## config.mk

```make
export PLATFORM = sky130hd
export DESIGN_NAME = regfile_wb_sched_flat
export DESIGN_NICKNAME = d
export VERILOG_FILES = /design/src/rtl/regfile_wb_sched_if.sv /design/src/rtl/regfile_wb_sched.sv /design/src/flat_wrapper.sv
export SDC_FILE = /design/constraint.sdc
export NUM_CORES = 1
export LEC_CHECK = 0
export ABC_CLOCK_PERIOD_IN_PS = 5500
export CORE_MARGIN = 1
export CORE_UTILIZATION = 45
export CTS_CLUSTER_DIAMETER = 30
export DETAILED_ROUTE_END_ITERATION = 10
export GPL_TIMING_DRIVEN = 0
export PLACE_DENSITY = 0.89
export SLEW_MARGIN = 10
export SYNTH_ARGS = -nofsm -noshare
export SYNTH_HDL_FRONTEND = slang
export SYNTH_SLANG_ARGS = --single-unit
export TNS_END_PERCENT = 50
```

## constraint.sdc

```tcl
create_clock -name clk -period 5.5 [get_ports clk]
set_input_delay 0.825 -clock clk [delete_from_list [all_inputs] [get_ports clk]]
set_output_delay 0.825 -clock clk [all_outputs]
set_load 0.02 [all_outputs]
```

## src/rtl/regfile_wb_sched_if.sv

```systemverilog
// rtl/regfile_wb_sched_if.sv - issue, writeback and register-file write bundle for the writeback scheduler
interface regfile_wb_sched_if #(
  parameter int AW = 4,
  parameter int DW = 32
);
  localparam int NR = 1 << AW;

  logic          iss_valid;
  logic          iss_ready;
  logic [AW-1:0] iss_rs1;
  logic [AW-1:0] iss_rs2;
  logic          iss_wr;
  logic [AW-1:0] iss_rd;

  logic          wb0_valid;
  logic          wb0_ready;
  logic [AW-1:0] wb0_addr;
  logic [DW-1:0] wb0_data;

  logic          wb1_valid;
  logic          wb1_ready;
  logic [AW-1:0] wb1_addr;
  logic [DW-1:0] wb1_data;

  logic          rd_write;
  logic [AW-1:0] rd_addr;
  logic [DW-1:0] rd_wdata;
  logic [NR-1:0] busy;
  logic          err_spurious;

  modport master (
    output iss_valid, iss_rs1, iss_rs2, iss_wr, iss_rd,
    output wb0_valid, wb0_addr, wb0_data,
    output wb1_valid, wb1_addr, wb1_data,
    input  iss_ready, wb0_ready, wb1_ready,
    input  rd_write, rd_addr, rd_wdata, busy, err_spurious
  );

  modport slave (
    input  iss_valid, iss_rs1, iss_rs2, iss_wr, iss_rd,
    input  wb0_valid, wb0_addr, wb0_data,
    input  wb1_valid, wb1_addr, wb1_data,
    output iss_ready, wb0_ready, wb1_ready,
    output rd_write, rd_addr, rd_wdata, busy, err_spurious
  );
endinterface

```

## src/rtl/regfile_wb_sched.sv

```systemverilog
// rtl/regfile_wb_sched.sv - register scoreboard with round-robin two-port writeback arbitration
module regfile_wb_sched #(
  parameter int AW = 4,
  parameter int DW = 32
) (
  input logic               clk,
  input logic               rst,
  regfile_wb_sched_if.slave bus
);
  localparam int NR = 1 << AW;

  logic [NR-1:0] r_busy;
  logic          r_prio;
  logic          r_rd_write;
  logic [AW-1:0] r_rd_addr;
  logic [DW-1:0] r_rd_wdata;
  logic          r_err;

  logic          w_hit;
  logic          w_iss_ready;
  logic          w_iss_fire;
  logic          w_gnt0;
  logic          w_gnt1;
  logic          w_acc;
  logic [AW-1:0] w_wb_addr;
  logic [DW-1:0] w_wb_data;
  logic          w_wb_nz;
  logic [NR-1:0] w_set;
  logic [NR-1:0] w_clr;
  logic [NR-1:0] w_busy_nxt;

  // A source that is being written this very cycle is still stale in the register file.
  assign w_hit = r_rd_write && (r_rd_addr != '0) &&
                 ((r_rd_addr == bus.iss_rs1) || (r_rd_addr == bus.iss_rs2));

  assign w_iss_ready = !(r_busy[bus.iss_rs1] || r_busy[bus.iss_rs2] ||
                         (bus.iss_wr && r_busy[bus.iss_rd]) || w_hit);
  assign w_iss_fire  = bus.iss_valid && w_iss_ready && bus.iss_wr && (bus.iss_rd != '0);

  // Sole requester always wins; on contention the pointer picks.
  assign w_gnt0 = bus.wb0_valid && (!bus.wb1_valid || !r_prio);
  assign w_gnt1 = bus.wb1_valid && (!bus.wb0_valid ||  r_prio);
  assign w_acc  = w_gnt0 || w_gnt1;

  assign w_wb_addr = w_gnt1 ? bus.wb1_addr : bus.wb0_addr;
  assign w_wb_data = w_gnt1 ? bus.wb1_data : bus.wb0_data;
  assign w_wb_nz   = w_wb_addr != '0;

  // Scoreboard update: clear on accepted writeback, set on issue; set is applied last so it wins.
  always_comb begin
    w_set = '0;
    w_clr = '0;
    if (w_acc)      w_clr[w_wb_addr]  = 1'b1;
    if (w_iss_fire) w_set[bus.iss_rd] = 1'b1;
    w_busy_nxt    = (r_busy & ~w_clr) | w_set;
    w_busy_nxt[0] = 1'b0;
  end

  // State registers: scoreboard, arbitration pointer and the registered write port.
  always_ff @(posedge clk) begin
    if (rst) begin
      r_busy     <= '0;
      r_prio     <= 1'b0;
      r_rd_write <= 1'b0;
      r_rd_addr  <= '0;
      r_rd_wdata <= '0;
      r_err      <= 1'b0;
    end else begin
      r_busy     <= w_busy_nxt;
      if (w_gnt0)      r_prio <= 1'b1;
      else if (w_gnt1) r_prio <= 1'b0;
      r_rd_write <= w_acc && w_wb_nz;
      if (w_acc) begin
        r_rd_addr  <= w_wb_addr;
        r_rd_wdata <= w_wb_data;
      end
      r_err      <= w_acc && w_wb_nz && !r_busy[w_wb_addr];
    end
  end

  assign bus.iss_ready    = w_iss_ready;
  assign bus.wb0_ready    = w_gnt0;
  assign bus.wb1_ready    = w_gnt1;
  assign bus.rd_write     = r_rd_write;
  assign bus.rd_addr      = r_rd_addr;
  assign bus.rd_wdata     = r_rd_wdata;
  assign bus.busy         = r_busy;
  assign bus.err_spurious = r_err;
endmodule

```

## src/flat_wrapper.sv

```systemverilog
// flat-port wrapper written by rule: the top's interface ports become plain ports
module regfile_wb_sched_flat 
#(
  parameter int AW = 4,
  parameter int DW = 32
)
  (clk, rst, bus_iss_valid, bus_iss_rs1, bus_iss_rs2, bus_iss_wr, bus_iss_rd, bus_wb0_valid, bus_wb0_addr, bus_wb0_data, bus_wb1_valid, bus_wb1_addr, bus_wb1_data, bus_iss_ready, bus_wb0_ready, bus_wb1_ready, bus_rd_write, bus_rd_addr, bus_rd_wdata, bus_busy, bus_err_spurious);
  regfile_wb_sched_if #(.AW(AW), .DW(DW)) bus_i ();
  input logic clk;
  input logic rst;
  input wire logic [$bits(bus_i.iss_valid)-1:0] bus_iss_valid;
  input wire logic [$bits(bus_i.iss_rs1)-1:0] bus_iss_rs1;
  input wire logic [$bits(bus_i.iss_rs2)-1:0] bus_iss_rs2;
  input wire logic [$bits(bus_i.iss_wr)-1:0] bus_iss_wr;
  input wire logic [$bits(bus_i.iss_rd)-1:0] bus_iss_rd;
  input wire logic [$bits(bus_i.wb0_valid)-1:0] bus_wb0_valid;
  input wire logic [$bits(bus_i.wb0_addr)-1:0] bus_wb0_addr;
  input wire logic [$bits(bus_i.wb0_data)-1:0] bus_wb0_data;
  input wire logic [$bits(bus_i.wb1_valid)-1:0] bus_wb1_valid;
  input wire logic [$bits(bus_i.wb1_addr)-1:0] bus_wb1_addr;
  input wire logic [$bits(bus_i.wb1_data)-1:0] bus_wb1_data;
  output wire logic [$bits(bus_i.iss_ready)-1:0] bus_iss_ready;
  output wire logic [$bits(bus_i.wb0_ready)-1:0] bus_wb0_ready;
  output wire logic [$bits(bus_i.wb1_ready)-1:0] bus_wb1_ready;
  output wire logic [$bits(bus_i.rd_write)-1:0] bus_rd_write;
  output wire logic [$bits(bus_i.rd_addr)-1:0] bus_rd_addr;
  output wire logic [$bits(bus_i.rd_wdata)-1:0] bus_rd_wdata;
  output wire logic [$bits(bus_i.busy)-1:0] bus_busy;
  output wire logic [$bits(bus_i.err_spurious)-1:0] bus_err_spurious;
  assign bus_i.iss_valid = bus_iss_valid;
  assign bus_i.iss_rs1 = bus_iss_rs1;
  assign bus_i.iss_rs2 = bus_iss_rs2;
  assign bus_i.iss_wr = bus_iss_wr;
  assign bus_i.iss_rd = bus_iss_rd;
  assign bus_i.wb0_valid = bus_wb0_valid;
  assign bus_i.wb0_addr = bus_wb0_addr;
  assign bus_i.wb0_data = bus_wb0_data;
  assign bus_i.wb1_valid = bus_wb1_valid;
  assign bus_i.wb1_addr = bus_wb1_addr;
  assign bus_i.wb1_data = bus_wb1_data;
  assign bus_iss_ready = bus_i.iss_ready;
  assign bus_wb0_ready = bus_i.wb0_ready;
  assign bus_wb1_ready = bus_i.wb1_ready;
  assign bus_rd_write = bus_i.rd_write;
  assign bus_rd_addr = bus_i.rd_addr;
  assign bus_rd_wdata = bus_i.rd_wdata;
  assign bus_busy = bus_i.busy;
  assign bus_err_spurious = bus_i.err_spurious;
  regfile_wb_sched #(.AW(AW), .DW(DW)) u_core (.clk(clk), .rst(rst), .bus(bus_i));
endmodule
```

======== Yosys cells after proc, flatten, opt, wreduce, memory -nomap -nowiden ========
Cells that the tools add are included.
storage, ports and cells
  bits of input ports ..................... 90
  bits in registers ....................... 55
  memories ................................ 0
  logic and storage cells ................. 64
  bits in writable memories ............... 0
  bits in read-only memories .............. 0
  latch bits .............................. 0
  output and inout bits ................... 57
cells by class
  mux-type cells .......................... 18
  reduce and logical (&&, ||, !) cells .... 28
  bitwise gates (word level) .............. 3
  $mul .................................... 0
  magnitude comparators ................... 6
  shift operators ......................... 0
  div/mod/pow operators ................... 0
  add/subtract/negate cells ............... 0
  equal/unequal tests ..................... 2
operators by type and width
  operator                                                                       count
  16-bit 2-to-1 mux                                                              2
  32-bit 2-to-1 mux                                                              1
  4-bit by 5-bit less-than comparator with 1-bit output (second input constant)  4
  16-bit bitwise AND                                                             1
  1-bit binary-select mux with 4-bit select                                      4
  16-bit NOT                                                                     1
  16-bit OR                                                                      1
  1-bit logical AND                                                              12
  4-bit nonzero test                                                             3
  1-bit demux with 4-bit select                                                  2
  4-bit equality test                                                            2
  4-bit by 1-bit >= comparator with 1-bit output (second input constant)         2
  1-bit 2-to-1 mux                                                               8
  1-bit logical OR                                                               7
  1-bit zero test                                                                5
  4-bit 2-to-1 mux                                                               1
  2-bit nonzero test                                                             1

======== Longest topological paths before layout ========
Gate-level depths: netlist of the first run.
  depth after elaboration ................. 12
  gate-level depth with buffers ........... 9
  gate-level depth less buffers ........... 7

======== Worst setup path after synthesis of the first run ========
Ideal clock, no wire load.
  path kind ............................... input to output
  from .................................... in bus_iss_rs2[0]
  to ...................................... out bus_iss_ready
  slack ................................... 2458 ps
  required time ........................... 4675 ps
  arrival time ............................ 2217 ps
  cell stages on the path ................. 5
  cells stage by stage .................... buf_6 -> mux4_2 -> mux2_2 -> a211oi_2 -> and3_1
on the way
  cells in the longest elaborated chain, start to end .. 6
  elaborated cells on any way between the ends .. 9
RTL lines
  element                                    RTL line                source
  start: declaration                         flat_wrapper.sv:13      input wire logic [$bits(bus_i.iss_rs2)-1:0] bus_iss_rs2;
  1-bit binary-select mux with 4-bit select  regfile_wb_sched.sv:36  assign w_iss_ready = !(r_busy[bus.iss_rs1] || r_busy[bus.iss_rs2] ||
  1-bit 2-to-1 mux (implied by the code)     regfile_wb_sched.sv:36
  1-bit logical OR (2 in a row)              regfile_wb_sched.sv:36
  1-bit logical OR *                         regfile_wb_sched.sv:37  (bus.iss_wr && r_busy[bus.iss_rd]) || w_hit);
  1-bit zero test *                          regfile_wb_sched.sv:36
  end: declaration                           flat_wrapper.sv:22      output wire logic [$bits(bus_i.iss_ready)-1:0] bus_iss_ready;
Every way passes the cells marked *; elsewhere a longest branch is shown, timed or not. The select of a mux whose other input is x is not followed.

======== Worst setup path after layout of the first run ========
  from .................................... in bus_iss_rs1[0]
  to ...................................... out bus_iss_ready
on the way
  cells in the longest elaborated chain, start to end .. 6
  elaborated cells on any way between the ends .. 9
RTL lines
  element                                    RTL line                source
  start: declaration                         flat_wrapper.sv:12      input wire logic [$bits(bus_i.iss_rs1)-1:0] bus_iss_rs1;
  1-bit binary-select mux with 4-bit select  regfile_wb_sched.sv:36
  1-bit 2-to-1 mux (implied by the code)     regfile_wb_sched.sv:36
  1-bit logical OR (2 in a row)              regfile_wb_sched.sv:36
  1-bit logical OR *                         regfile_wb_sched.sv:37
  1-bit zero test *                          regfile_wb_sched.sv:36
Marks and branches as above.

==> results of run 1 <==
## registers in the layout, indices dropped and copies added (netlist names)
register	cells
u_core.r_prio	1
u_core.bus.rd_wdata	32
u_core.bus.busy	15
u_core.bus.rd_write	1
u_core.bus.rd_addr	4
u_core.bus.err_spurious	1
## power by group
group          total [W]  internal, W  switching (W)
Combinational   0.000290     0.000148       0.000142
Sequential      0.000433     0.000416      0.0000168
Clock           0.000227    0.0000899       0.000137
Total           0.000950     0.000654       0.000296
## metal layers
metal	track usage, %	share of wire, %	vias up
met5	0	0	-
met1	31.46	37	1599
li1	-	-	1643
met2	48.68	49	205
met3	8.074	11	25
met4	9.707	2.6	0
## how the worst max path moves through the flow
stage | from | endpoint | cells after the start
floorplan | bus_iss_rs2[0] | bus_iss_ready | 5
global placement | bus_iss_rs1[0] | bus_iss_ready | 7
detailed placement | bus_iss_rs1[0] | bus_iss_ready | 7
CTS | bus_iss_rs1[0] | bus_iss_ready | 7
global route | bus_iss_rs1[0] | bus_iss_ready | 7
finish | bus_iss_rs1[0] | bus_iss_ready | 7
## worst register-to-register path, cell delays in order, from the launching register on
cell	delay (ps)
dfxtp_1	310
buf_2	160
nand2b_4	180
nand2_1	90
buf_2	220
mux2i_1	610
a2111oi_0	160
or4_1	430
and4_1	180
## final cells by class
cell class	count	area, µm²	share of cell area, %
inverter	14	52.55	1.119
buffer	26	152.6	3.249
sequential	54	1081	23.01
clock buffer	5	68.82	1.465
multi-input combinational	271	1824	38.83
timing repair buffer	140	1401	29.83
clock inverter	3	21.27	0.4527
tap	77	96.34	2.051
## cells in the mapped netlist (6+ instances only)
master and instances:
nor2_1 87, dfxtp_1 54, nor4_1 23, nand2_1 17, clkbuf_1 16, o211ai_1 14
inv_1 13, mux4_2 9, mux2i_1 8, xnor2_1 8, a2111oi_0 7, nand3_1 7
a211oi_1 6, a21oi_1 6, and3_1 6, o41ai_1 6
## metrics by stage
| step | power, W | utilization, % | hold slack [ps] | worst slack (ps) | cells |
|---|---|---|---|---|---|
| floorplan | 0.0005812 | - | 556.1 | 2458 | 365 |
| global placement | 0.0007245 | 70.95 | 468.5 | 1545 | 582 |
| detailed placement | 0.0007303 | 70.95 | 472.5 | 1522 | 582 |
| CTS | 0.0009503 | 72.34 | 490.7 | 1516 | 590 |
| global route | 0.0009949 | 72.34 | 512.3 | 1379 | 590 |
| finish | 0.0009500 | 72.34 | 493.8 | 1536 | 590 |
## logic make-up (layout without fill, tap and decap cells)
kind of cell | count (synthesis) | count (layout)
other | 1 | 1
buffers and inverters | 40 | 188
AND/OR/NAND/NOR | 163 | 163
XOR/XNOR | 8 | 8
AO/OA/AOI/OAI | 76 | 76
multiplexers | 23 | 23
flip-flops | 54 | 54
==> results.json, run 1 <==
{
  "vias": 3472,
  "synth_edf_count": 0,
  "dp_hpwl_mm": 7.834,
  "yosysWarnings": 0,
  "path_max_fanout": 5,
  "wl_mm": 10.05,
  "synthCells": 365,
  "grt_max_degree": 18,
  "core_area_um2": 6495,
  "synth.distinct_cells": 55,
  "globalplace.congestion": 0.9341,
  "cts_tree": "done",
  "rsz0062_at_grt": "no",
  "viasPerCell": 5.885,
  "final_common_cell": "clkdlybuf4s50_1",
  "area_growth_pct": 51.05,
  "yosysSeqAreaShare_pct": 34.75,
  "finalClockSkew_ps": 8.746,
  "yosys.area.top_type": "dfxtp_1",
  "worstHoldStart": "u_core.bus.rd_wdata[1]",
  "hp-class": "flip-flop to flip-flop",
  "diodes": 0,
  "drtIter0Drc": 281,
  "synth_top_area_share_pct": 34.75,
  "maxSlewHeadroom_pct": 54.59,
  "postCtsSetupRepairBufs": 0,
  "finalCritPeriodShare_pct": 72.07,
  "status": "completed",
  "reg2reg_depth": 8,
  "ys_dominant_reg_cell": "dfxtp_1",
  "cap_violations": 0,
  "p_leak_nw": 1.786,
  "synth_compound_area_share_pct": 20.07,
  "cp.arrival_ps": 3140,
  "synth.net_count": 455,
  "clk_latency_ps": 310,
  "r2r_slack_ps": 3070,
  "grt_pass1_wl_mm": 15.92,
  "worst_slew_pin_slew_ps": 662.2,
  "synthXorXnorAreaFrac_pct": 2.253,
  "fin_area_um2": 4698,
  "critPathTopFamily": "buffers and inverters",
  "ys_top_cells_by_area": "dfxtp_1, nor2_1, mux4_2",
  "powerDensity_nw_per_um2": 202.2,
  "cp_slowest_cell": "clkdlybuf4s50_1",
  "die_h_um": 85.14,
  "crit_required_ps": 4680,
  "timing_worst_setup_path_type": "primary input to output port",
  "dr.pass1.iters": 5,
  "overflow": 0,
  "setup_viol": 0,
  "layout_common_cells": "clkdlybuf4s50_1, nor2_1, dfxtp_1",
  "holdPathStages": 2,
  "netlist_area_um2": 3110,
  "drive_above_1_share_pct": 8.967,
  "wl_per_cell_um": 17.03,
  "start_util_pct": 47.89,
  "htreeDepth": 2,
  "drv_slew": 0,
  "crit_buf_inv": 2,
  "port_buffers": 140,
  "cp-start-kind": "primary input",
  "numCtsBuffers": 5,
  "synth-simple-area-share_pct": 24.94,
  "end_kind": "output port",
  "placed_cell_area_um2": 4608,
  "drc": 0,
  "drtAntennaViolNets": 0,
  "async_flop_share_pct": 0,
  "post_cts_resize_count": 0,
  "cts-root-buf": "clkbuf_8",
  "clock_path_buffers": 2,
  "ctsHoldBuffers": 0,
  "max_stage_delay_ps": 600,
  "cp_cell_sequence": "clkdlybuf4s50_1, mux4_2, nor2b_1, nor3_1, a21oi_1, and3_1, clkdlybuf4s50_1",
  "ios": 147,
  "path_clk_slew_ps": 100,
  "clkSinkCount": 54,
  "synthAdderAreaFrac_pct": 0,
  "fin_setup_tns_ps": 0,
  "ys_seq_elements": 54,
  "period_needed_ps": 3964,
  "whs_endpoint": "u_core.bus.rd_wdata[1]",
  "ir_drop_mv": 0.1525,
  "die_area_um2": 7249,
  "synthMuxAreaShare_pct": 11.26,
  "die_w_um": 85.14,
  "fmax_mhz": 252.3,
  "num_rows": 29,
  "antenna_found_initial": 0,
  "postSynthAreaPerCell_um2": 8.522,
  "nets": 602,
  "grt_pass1_vias": 3365,
  "cpMostUsedCell": "clkdlybuf4s50_1",
  "synth_top_family_by_area": "simple AND/OR/NAND/NOR gates",
  "hold_violations": 0,
  "fill_cells": 477,
  "grt_usage_pct": 27.49,
  "r2r-end": "u_core.bus.err_spurious",
  "timing.rr.start": "u_core.r_prio"
}
Note: power is estimated with default switching activity, not from simulation.
==> run 2: changes to the inputs <==
--- a/config.mk
+++ b/config.mk
@@ -5,13 +5,13 @@
 export SDC_FILE = /design/constraint.sdc
 export NUM_CORES = 1
 export LEC_CHECK = 0
-export ABC_CLOCK_PERIOD_IN_PS = 5500
+export ABC_CLOCK_PERIOD_IN_PS = 3900
 export CORE_MARGIN = 1
-export CORE_UTILIZATION = 45
+export CORE_UTILIZATION = 41
 export CTS_CLUSTER_DIAMETER = 30
 export DETAILED_ROUTE_END_ITERATION = 10
 export GPL_TIMING_DRIVEN = 0
-export PLACE_DENSITY = 0.89
+export PLACE_DENSITY = 0.82
 export SLEW_MARGIN = 10
 export SYNTH_ARGS = -nofsm -noshare
 export SYNTH_HDL_FRONTEND = slang
==> constraint.sdc (replaced) <==
create_clock -name clk -period 3.9 [get_ports clk]
set_input_delay 0.585 -clock clk [delete_from_list [all_inputs] [get_ports clk]]
set_output_delay 0.585 -clock clk [all_outputs]
set_load 0.02 [all_outputs]
==> run 2 against run 1 <==
  * Cell count is 3.7% higher
  * Utilization is 7.3 points lower
  * Routed wire length is 0.67% higher
  * Sequential power is 41% higher
  * Clock skew is 1.9 ps lower
  * Power is 47% higher
  * Largest power group unchanged
  * Via count is 2.0% lower
  * Die area is 9.5% higher
==> results.json, run 2 (same netlist as run 1, synthesis figures left out) <==
{
  "status": "completed",
  "nets": 602,
  "htreeDepth": 2,
  "cts-root-buf": "clkbuf_8",
  "cp.arrival_ps": 2920,
  "crit_required_ps": 3310,
  "ctsHoldBuffers": 0,
  "grt_pass1_vias": 3276,
  "dp_hpwl_mm": 7.968,
  "grt_usage_pct": 26.48,
  "path_max_fanout": 5,
  "largest_register_ffs": 32,
  "postCtsSetupRepairBufs": 0,
  "ir_drop_mv": 0.2064,
  "diodes": 0,
  "period_needed_ps": 3507,
  "drv_slew": 0,
  "die_w_um": 89.10,
  "port_buffers": 140,
  "num_rows": 31,
  "die_area_um2": 7939,
  "worst_slew_pin_slew_ps": 681.5,
  "drtAntennaViolNets": 0,
  "wl_mm": 10.11,
  "power_w": 0.001393,
  "r2r_slack_ps": 1470,
  "numCtsBuffers": 5,
  "drtIter0Drc": 162,
  "powerDensity_nw_per_um2": 293.5,
  "viasPerCell": 5.559,
  "cp-start-kind": "primary input",
  "finalCritPeriodShare_pct": 89.92,
  "clock_path_buffers": 2,
  "clk_latency_ps": 300,
  "area_growth_pct": 52.57,
  "drc": 0,
  "overflow": 0,
  "dr.pass1.iters": 6,
  "core_area_um2": 7292,
  "grt_max_degree": 17,
  "hold_violations": 0,
  "grt_pass1_wl_mm": 16.12,
  "rsz0062_at_grt": "no",
  "setup_viol": 0,
  "cpMostUsedCell": "clkdlybuf4s50_1",
  "wl_per_cell_um": 16.53,
  "fmax_mhz": 285.2,
  "start_util_pct": 42.66,
  "globalplace.congestion": 0.8805,
  "end_kind": "output port",
  "clkSinkCount": 54,
  "p_leak_nw": 1.794,
  "vias": 3402,
  "path_clk_slew_ps": 90,
  "layout_common_cells": "clkdlybuf4s50_1, nor2_1, dfxtp_1",
  "fin_setup_tns_ps": 0,
  "cp_slowest_cell": "clkdlybuf4s50_1",
  "cap_violations": 0,
  "post_cts_resize_count": 0,
  "die_h_um": 89.10,
  "ios": 147,
  "antenna_found_initial": 0,
  "cp_cell_sequence": "clkdlybuf4s50_1, mux4_2, nor2b_1, nor3_1, a21oi_1, and3_1, clkdlybuf4s50_1",
  "hp-class": "flip-flop to flip-flop",
  "drive_above_1_share_pct": 8.772,
  "finalClockSkew_ps": 6.809,
  "maxSlewHeadroom_pct": 53.27,
  "max_stage_delay_ps": 610,
  "cts_tree": "done",
  "final_common_cell": "clkdlybuf4s50_1",
  "timing_worst_setup_path_type": "primary input to output port"
}
run 2: cell count changes in the layout (fill, tap and decap cells not counted):
cell	previous run	this run
clkbuf_1	16	17
bufinv_16	0	1
clkinv_2	1	0
clkinv_4	1	0
run 2: metal layers:
| metal | share of wire, % | vias up | track usage [%] | wire (µm) |
|---|---|---|---|---|
| met2 | 50 | 155 | 45.32 | 5025 |
| li1 | - | 1644 | - | - |
| met3 | 9.6 | 13 | 8.864 | 973 |
| met1 | 39 | 1590 | 31.39 | 3947 |
| met5 | 0 | - | 0 | 0 |
| met4 | 1.7 | 0 | 8.369 | 169 |
run 2: final cells by class:
cell class	count	area (µm²)
plain buffers	26	152.6
repair buffers	140	1401
clock inverters	2	37.54
clock buffers	6	72.57
flip-flops and latches	54	1081
multi-input cells	271	1824
well taps	99	123.9
inverters	14	52.55
fillers	634	2546
run 2: worst max-delay path, delay by kind of cell:
family / cells / cell delay, ps
and+or+nand+nor: 3 / 380
AOI/OAI and AO/OA: 1 / 230
muxes: 1 / 530
buffers and inverters: 2 / 1200
run 2: final timing paths:
| check | from | to | cells past startpoint |
|---|---|---|---|
| setup / recovery | bus_iss_rs1[0] | bus_iss_ready | 7 |
| hold / removal | u_core.bus.rd_wdata[9] | u_core.bus.rd_wdata[9] | 2 |
| setup reg to reg | u_core.r_prio | u_core.bus.err_spurious | 8 |
| hold reg to reg | u_core.bus.rd_wdata[9] | u_core.bus.rd_wdata[9] | 2 |
run 2: per-stage QoR:
| step | std cells | instance area, µm² | utilization [%] | hold slack [ps] | worst slack [ps] |
|---|---|---|---|---|---|
| after floorplan | 365 | 3110 | - | 556.1 | 1338 |
| after global routing | 612 | 4746 | 65.08 | 506.3 | 308.3 |
| after global placement | 604 | 4636 | 63.57 | 468.6 | 441.6 |
| after CTS | 612 | 4746 | 65.08 | 498.4 | 369.5 |
| final | 612 | 4746 | 65.08 | 498.0 | 393.2 |
| after detailed placement | 604 | 4636 | 63.57 | 485.4 | 374.3 |
run 2: power breakdown:
part	internal, W	switching, W	total [W]
combinational	0.000208	0.000201	0.000409
clock	0.000192	0.000181	0.000373
sequential	0.000587	0.0000236	0.000611
total	0.000987	0.000405	0.00139
